File: config.mk
export PLATFORM = sky130hd
export DESIGN_NAME = awg_playback_ctrl
export DESIGN_NICKNAME = d
export VERILOG_FILES = /design/src/rtl/awg_pkg.sv /design/src/rtl/awg_rate_div.sv /design/src/rtl/awg_playback_ctrl.sv
export SDC_FILE = /design/constraint.sdc
export NUM_CORES = 1
export LEC_CHECK = 0
export CAP_MARGIN = 25
export CORE_ASPECT_RATIO = 0.7
export CORE_MARGIN = 2
export CORE_UTILIZATION = 59
export DETAILED_ROUTE_END_ITERATION = 12
export GPL_TIMING_DRIVEN = 0
export PLACE_DENSITY = 0.85
export SLEW_MARGIN = 15
export SYNTH_ARGS = -nofsm -noshare
export SYNTH_HDL_FRONTEND = slang
export SYNTH_HIERARCHICAL = 1
export SYNTH_SLANG_ARGS = --single-unit
File: constraint.sdc
create_clock -name clk -period 10.17 [get_ports clk]
set_clock_uncertainty 0.15 [all_clocks]
set_input_delay 1.017 -clock clk [delete_from_list [all_inputs] [get_ports clk]]
set_output_delay 1.017 -clock clk [all_outputs]
set_load 0.05 [all_outputs]
File: src/rtl/awg_pkg.sv
// Shared definitions for the arbitrary-waveform playback controller:
// command opcodes, controller states and the DAC mid-scale code.
package awg_pkg;

  typedef enum logic [1:0] {
    OP_SET_DIV = 2'b00,
    OP_SET_LEN = 2'b01,
    OP_START   = 2'b10,
    OP_STOP    = 2'b11
  } awg_op_e;

  typedef enum logic [1:0] {
    ST_IDLE  = 2'b00,
    ST_RUN   = 2'b01,
    ST_DRAIN = 2'b10
  } awg_state_e;

  localparam logic [7:0] MIDSCALE = 8'h80;

endpackage

File: src/rtl/awg_rate_div.sv
// Loadable down-counter that paces sample reads. tick is high while counting
// is enabled and the counter sits at zero; on that cycle the counter reloads.
module awg_rate_div
  import awg_pkg::*;
#(
  parameter int DIV_W = 8
) (
  input  logic             clk,
  input  logic             rst_n,
  input  logic             en,
  input  logic             clear,
  input  logic [DIV_W-1:0] load_val,
  output logic             tick
);

  logic [DIV_W-1:0] count;

  assign tick = en && (count == '0);

  // Count down while enabled and reload on zero; clear parks the counter at
  // zero so the first tick comes on the very next enabled cycle.
  always_ff @(posedge clk) begin
    if (!rst_n) begin
      count <= '0;
    end else if (clear) begin
      count <= '0;
    end else if (en) begin
      if (count == '0) begin
        count <= load_val;
      end else begin
        count <= count - DIV_W'(1);
      end
    end
  end

endmodule

File: src/rtl/awg_playback_ctrl.sv
// Playback controller for a small arbitrary-waveform generator. Commands set
// the rate divider and the last sample address, start and stop playback.
// While running, samples are read from memory at a divided rate, and each
// returned byte is held on sample_out until the next one arrives.
module awg_playback_ctrl
  import awg_pkg::*;
#(
  parameter int ADDR_W = 6,
  parameter int DIV_W  = 8
) (
  input  logic              clk,
  input  logic              rst_n,
  input  logic              ena,
  input  logic              cmd_valid,
  output logic              cmd_ready,
  input  logic [1:0]        cmd_op,
  input  logic [7:0]        cmd_data,
  output logic              mem_rd,
  output logic [ADDR_W-1:0] mem_addr,
  input  logic [7:0]        mem_rdata,
  output logic [7:0]        sample_out,
  output logic              sample_strobe,
  output logic              busy,
  output logic              wrap
);

  awg_state_e        state;
  awg_op_e           op;

  logic [ADDR_W-1:0] rd_ptr;
  logic [ADDR_W-1:0] len_reg;
  logic [ADDR_W-1:0] len_sh;
  logic [ADDR_W-1:0] len_eff;
  logic [ADDR_W-1:0] cmd_len;
  logic [DIV_W-1:0]  div_reg;
  logic [DIV_W-1:0]  div_sh;
  logic [DIV_W-1:0]  load_val;
  logic [DIV_W-1:0]  cmd_div;
  logic              div_sh_v;
  logic              len_sh_v;
  logic              wrap_pend;
  logic              cap_pend;

  logic              cmd_fire;
  logic              is_start;
  logic              is_stop;
  logic              is_set_div;
  logic              is_set_len;
  logic              run_en;
  logic              tick;
  logic              issue;
  logic              wrap_now;

  assign op         = awg_op_e'(cmd_op);
  assign cmd_fire   = cmd_valid && cmd_ready;
  assign is_start   = cmd_fire && (op == OP_START);
  assign is_stop    = cmd_fire && (op == OP_STOP);
  assign is_set_div = cmd_fire && (op == OP_SET_DIV);
  assign is_set_len = cmd_fire && (op == OP_SET_LEN);
  assign cmd_div    = DIV_W'(cmd_data);
  assign cmd_len    = ADDR_W'(cmd_data);

  // A start or stop in the same cycle as a tick wins over the read.
  assign run_en   = (state == ST_RUN) && ena;
  assign issue    = tick && !is_start && !is_stop;
  assign wrap_now = issue && wrap_pend;

  // On the wrap read the pending shadow values take effect immediately, so
  // the reload and the end-of-table compare already use the new settings.
  assign load_val = (wrap_now && div_sh_v) ? div_sh : div_reg;
  assign len_eff  = (wrap_now && len_sh_v) ? len_sh : len_reg;

  awg_rate_div #(
    .DIV_W (DIV_W)
  ) u_rate_div (
    .clk      (clk),
    .rst_n    (rst_n),
    .en       (run_en),
    .clear    (is_start),
    .load_val (load_val),
    .tick     (tick)
  );

  // Controller state with registered busy and cmd_ready; DRAIN waits for the
  // capture of the last issued read before returning to IDLE.
  always_ff @(posedge clk) begin
    if (!rst_n) begin
      state     <= ST_IDLE;
      cmd_ready <= 1'b0;
      busy      <= 1'b0;
    end else begin
      cmd_ready <= 1'b1;
      case (state)
        ST_IDLE: begin
          if (is_start) begin
            state <= ST_RUN;
            busy  <= 1'b1;
          end else begin
            busy  <= 1'b0;
          end
        end
        ST_RUN: begin
          if (is_stop) begin
            if (mem_rd) begin
              state     <= ST_DRAIN;
              cmd_ready <= 1'b0;
            end else begin
              state <= ST_IDLE;
              busy  <= 1'b0;
            end
          end
        end
        ST_DRAIN: begin
          if (cap_pend) begin
            state <= ST_IDLE;
            busy  <= 1'b0;
          end else begin
            cmd_ready <= 1'b0;
          end
        end
        default: begin
          state <= ST_IDLE;
          busy  <= 1'b0;
        end
      endcase
    end
  end

  // Read pointer and memory strobe; the wrap pulse rides on the first read
  // after the pointer has rolled back to address 0.
  always_ff @(posedge clk) begin
    if (!rst_n) begin
      rd_ptr    <= '0;
      mem_addr  <= '0;
      mem_rd    <= 1'b0;
      wrap      <= 1'b0;
      wrap_pend <= 1'b0;
    end else begin
      mem_rd <= issue;
      wrap   <= wrap_now;
      if (is_start) begin
        rd_ptr    <= '0;
        wrap_pend <= 1'b0;
      end else if (issue) begin
        mem_addr  <= rd_ptr;
        wrap_pend <= (rd_ptr == len_eff);
        rd_ptr    <= (rd_ptr == len_eff) ? '0 : rd_ptr + ADDR_W'(1);
      end
    end
  end

  // Divider and length settings: written directly while idle, staged in
  // shadows while running and promoted on the wrap read.
  always_ff @(posedge clk) begin
    if (!rst_n) begin
      div_reg  <= '0;
      len_reg  <= '1;
      div_sh   <= '0;
      len_sh   <= '0;
      div_sh_v <= 1'b0;
      len_sh_v <= 1'b0;
    end else begin
      if (wrap_now && div_sh_v) begin
        div_reg  <= div_sh;
        div_sh_v <= 1'b0;
      end
      if (wrap_now && len_sh_v) begin
        len_reg  <= len_sh;
        len_sh_v <= 1'b0;
      end
      if (is_set_div) begin
        if (state == ST_IDLE) begin
          div_reg <= cmd_div;
        end else begin
          div_sh   <= cmd_div;
          div_sh_v <= 1'b1;
        end
      end
      if (is_set_len) begin
        if (state == ST_IDLE) begin
          len_reg <= cmd_len;
        end else begin
          len_sh   <= cmd_len;
          len_sh_v <= 1'b1;
        end
      end
      if (is_start) begin
        div_sh_v <= 1'b0;
        len_sh_v <= 1'b0;
      end
    end
  end

  // Sample capture: memory data is valid the cycle after the read strobe and
  // is latched at the end of that cycle, with a one-cycle update strobe.
  always_ff @(posedge clk) begin
    if (!rst_n) begin
      cap_pend      <= 1'b0;
      sample_out    <= MIDSCALE;
      sample_strobe <= 1'b0;
    end else begin
      cap_pend      <= mem_rd;
      sample_strobe <= cap_pend;
      if (cap_pend) begin
        sample_out <= mem_rdata;
      end
    end
  end

endmodule

==> results by group <==
Power
  • PD cells: ~130 mW/mm2
  • Tot Pwr: 0.000477 W
  • Worst vdd ir: 0.0920 mV
  • Lkg Pwr: 1.38 nW

Die
  • I/O pin count: 41
  • Die Area: 0.00584 mm2
  • Initial Util: 62.9%
  • Rows: 21
  • Chip width: approximately 90 um
  • Core Region: 0.00491 mm2
  • DIE HEIGHT: 64.5 um

STA
  • Fin crit share: between 40% and 50%
  • F_max: 228 MHz
  • Worst slew pin tran: just over 800 ps
  • RSZ-0062 raised after global routing: no
  • Tmin final: ~4400 ps
  • Final hold vios: 0
  • # setup viols final: 0
  • Hold_ws: 305 ps
  • Max-slew headroom: 45.3%
  • Setup TNS: 0 ps
  • Final setup margin: between 5000 and 6000 ps
  • Final slew viol count: 0

Status
  • Run status: finished, final reports clean

Global route
  • Vias in the first global route: 2,557
  • Final global-route overflow total: 0
  • Total track usage: between 20% and 30%
  • Initial antenna violation count: 0
  • Largest net degree at the start of global routing: 11
  • First-pass GRT wire length: 12,000 um

Drt
  • Post-Route WL: 6990 um
  • Antenna-violating nets left: 0
  • Vias per cell: 5.75
  • Pre-Repair DR Iteration Count: 5
  • First DRT Iteration DRCs: 148
  • Drt wl/cell: 15.1 um
  • DRC viols: 0
  • Vias: approximately 2,700

Clocking
  • CTS tree: yes
  • CTS Sinks: 67
  • CTS root buffer: clkbuf_8
  • Clock buffer depth: 2
  • Clock latency at the later pin of the worst-skew pair: 340 ps
  • # Post-CTS Setup Buffers: 0
  • Clock transition at the registers of the reported paths: 60 ps
  • Total CTS buffers: 9
  • Number of gates resized after CTS: 0
  • Post-CTS Hold Buffers: 0
  • H-tree depth: 3

Setup path
  • Worst Setup End Kind: flip-flop
  • Worst flop-to-flop path startpoint: state[1]
  • Worst R2R Path Depth: 13
  • Reg2Reg Setup Slack: 6250 ps
  • Crit path required time: ~10,000 ps
  • Worst reg2reg endpoint: u_rate_div/count[7]
  • CP Launch Type: input pin
  • Worst Setup Path Type: in2reg
  • CP max FO: 10
  • Data arrival, critical path: 4460 ps
  • Crit path from: ena
  • Crit path to: u_rate_div/count[7]

Yosys
  • Yosys cell types: 52
  • #FFs+latches synth: between 60 and 70
  • Mapped Cells: 340
  • Synthesis warning total: 6
  • Post-synth EDFFs: 0
  • Syn Area/Cell: 9.09 um2
  • Netlist Area Pre-Place: 0.00309 mm2
  • Main synth FF type: dfxtp_1
  • Ys async rst share: 0%
  • Seq/Total Area, Yosys: 43.4%
  • Net Count, Synth: 368

Placement
  • DP Worst Slack: 5430 ps
  • RePlAce Congestion: 0.913
  • Buffers on Ports: 39
  • Final HPWL DP: 5020 um

Finish
  • # fillers: 373
  • Antenna Cells: 0
  • Multi-input gate area in the final layout: between 0.0015 and 0.002 mm2
  • Final Net Count: 418
  • Synthesis-to-finish area growth: 20.3%
  • Share of layout cells above drive strength 1: 8.65%
  • Storage cell area: 0.00134 mm2

Job
  • Maximum capacitance violations: 0

Min path
  • Worst hold path class: reg2reg
## placed cells by master, fill, tap and decap left out, types with 3 or more instances in the layout
cell	synthesis	layout
nand4_1	5	5
ha_1	6	6
nand2b_1	3	3
o21ai_0	14	14
xnor2_1	3	3
mux2i_1	35	35
dfxtp_1	67	67
nand3_1	13	13
nor2_1	40	40
inv_1	9	9
nand2_1	41	41
a21oi_1	15	15
clkbuf_8	0	9
mux2_2	8	8
nor4_1	5	5
clkdlybuf4s50_1	0	39
clkbuf_1	13	15
a211o_1	3	3
a31oi_1	6	6
and2_1	6	6
and3_1	4	4
## synth_stat cells (all sizes together), types with 3 or more instances
| master | count | share of area [%] |
|---|---|---|
| a21oi | 15 | 2.4 |
| nor2 | 41 | 5.5 |
| a31oi | 6 | 1.2 |
| dfxtp | 67 | 43 |
| clkbuf | 13 | 1.6 |
| mux2i | 35 | 11 |
| a211o | 4 | 1.2 |
| buf | 6 | 1.4 |
| nand3 | 14 | 2.4 |
| xnor2 | 3 | 0.85 |
| o21ai | 15 | 2.4 |
| inv | 9 | 1.1 |
| nor4 | 7 | 2.1 |
| nand2 | 41 | 5.0 |
| ha | 6 | 2.4 |
| and2 | 6 | 1.2 |
| and3 | 5 | 1.2 |
| nand4 | 5 | 1.0 |
| mux2 | 8 | 2.9 |
| nand2b | 3 | 0.61 |
## logic make-up after synthesis
| kind of cell | Yosys count | synth area share (%) |
|---|---|---|
| flip-flops | 67 | 43.4 |
| adder cells (fa/ha/maj) | 6 | 2.43 |
| AND/OR/NAND/NOR | 136 | 22.8 |
| XOR/XNOR | 5 | 1.42 |
| multiplexers | 43 | 14.3 |
| AO/OA/AOI/OAI | 55 | 11.6 |
| buffers and inverters | 28 | 4.05 |
## report_power, final
| group | internal (W) | switching, W |
|---|---|---|
| Clock | 0.0000849 | 0.0000916 |
| Combinational | 0.0000151 | 0.0000195 |
| Sequential | 0.000265 | 0.00000143 |
## layer usage
layer / global-route usage (%) / vias to the layer above / part of all wire (%)
li1: - / 1303 / -
met1: 34.5 / 1243 / 47
met2: 40.0 / 100 / 44
met3: 9.88 / 11 / 8.2
met4: 7.50 / 0 / 0.94
met5: 0 / - / 0
## area by class of cell
class | count | area share [%]
plain buffers | 19 | 2.46
clock buffers | 11 | 3.54
clock inverters | 3 | 0.472
inverters | 9 | 0.909
multi-input cells | 245 | 43.7
flip-flops and latches | 67 | 36.1
well taps | 69 | 2.32
repair buffers | 39 | 10.5
## critical path, cell delays in order
cell and delay [ps]:
clkdlybuf4s50_1 450, and2_1 170, buf_4 180, nor4b_1 680, and2_1 340, and2_1 150, clkbuf_1 260, nand3_1 410
mux2_2 430, nand2b_1 150, o2111ai_1 120, a21oi_1 90
## worst min-delay path by stage
stage                     start  depth (start not counted)  slack [ps]     endpoint
detailed placement  mem_addr[1]                          2         300  mem_addr[1]
CTS                 mem_addr[1]                          2         310  mem_addr[1]
floorplan              len_sh_v                          2         300     len_sh_v
global route        mem_addr[4]                          2         340  mem_addr[4]
finish                     busy                          2         300         busy
global placement    mem_addr[5]                          2         290  mem_addr[5]
## metrics by stage
step | cells | utilization, % | instance area [um2]
floorplan | 340 | - | 3090
global placement | 448 | 72.6 | 3570
detailed placement | 448 | 72.6 | 3570
CTS | 462 | 75.6 | 3710
global route | 462 | 75.6 | 3710
finish | 462 | 75.6 | 3710
Power figures use the tool's default switching activity.
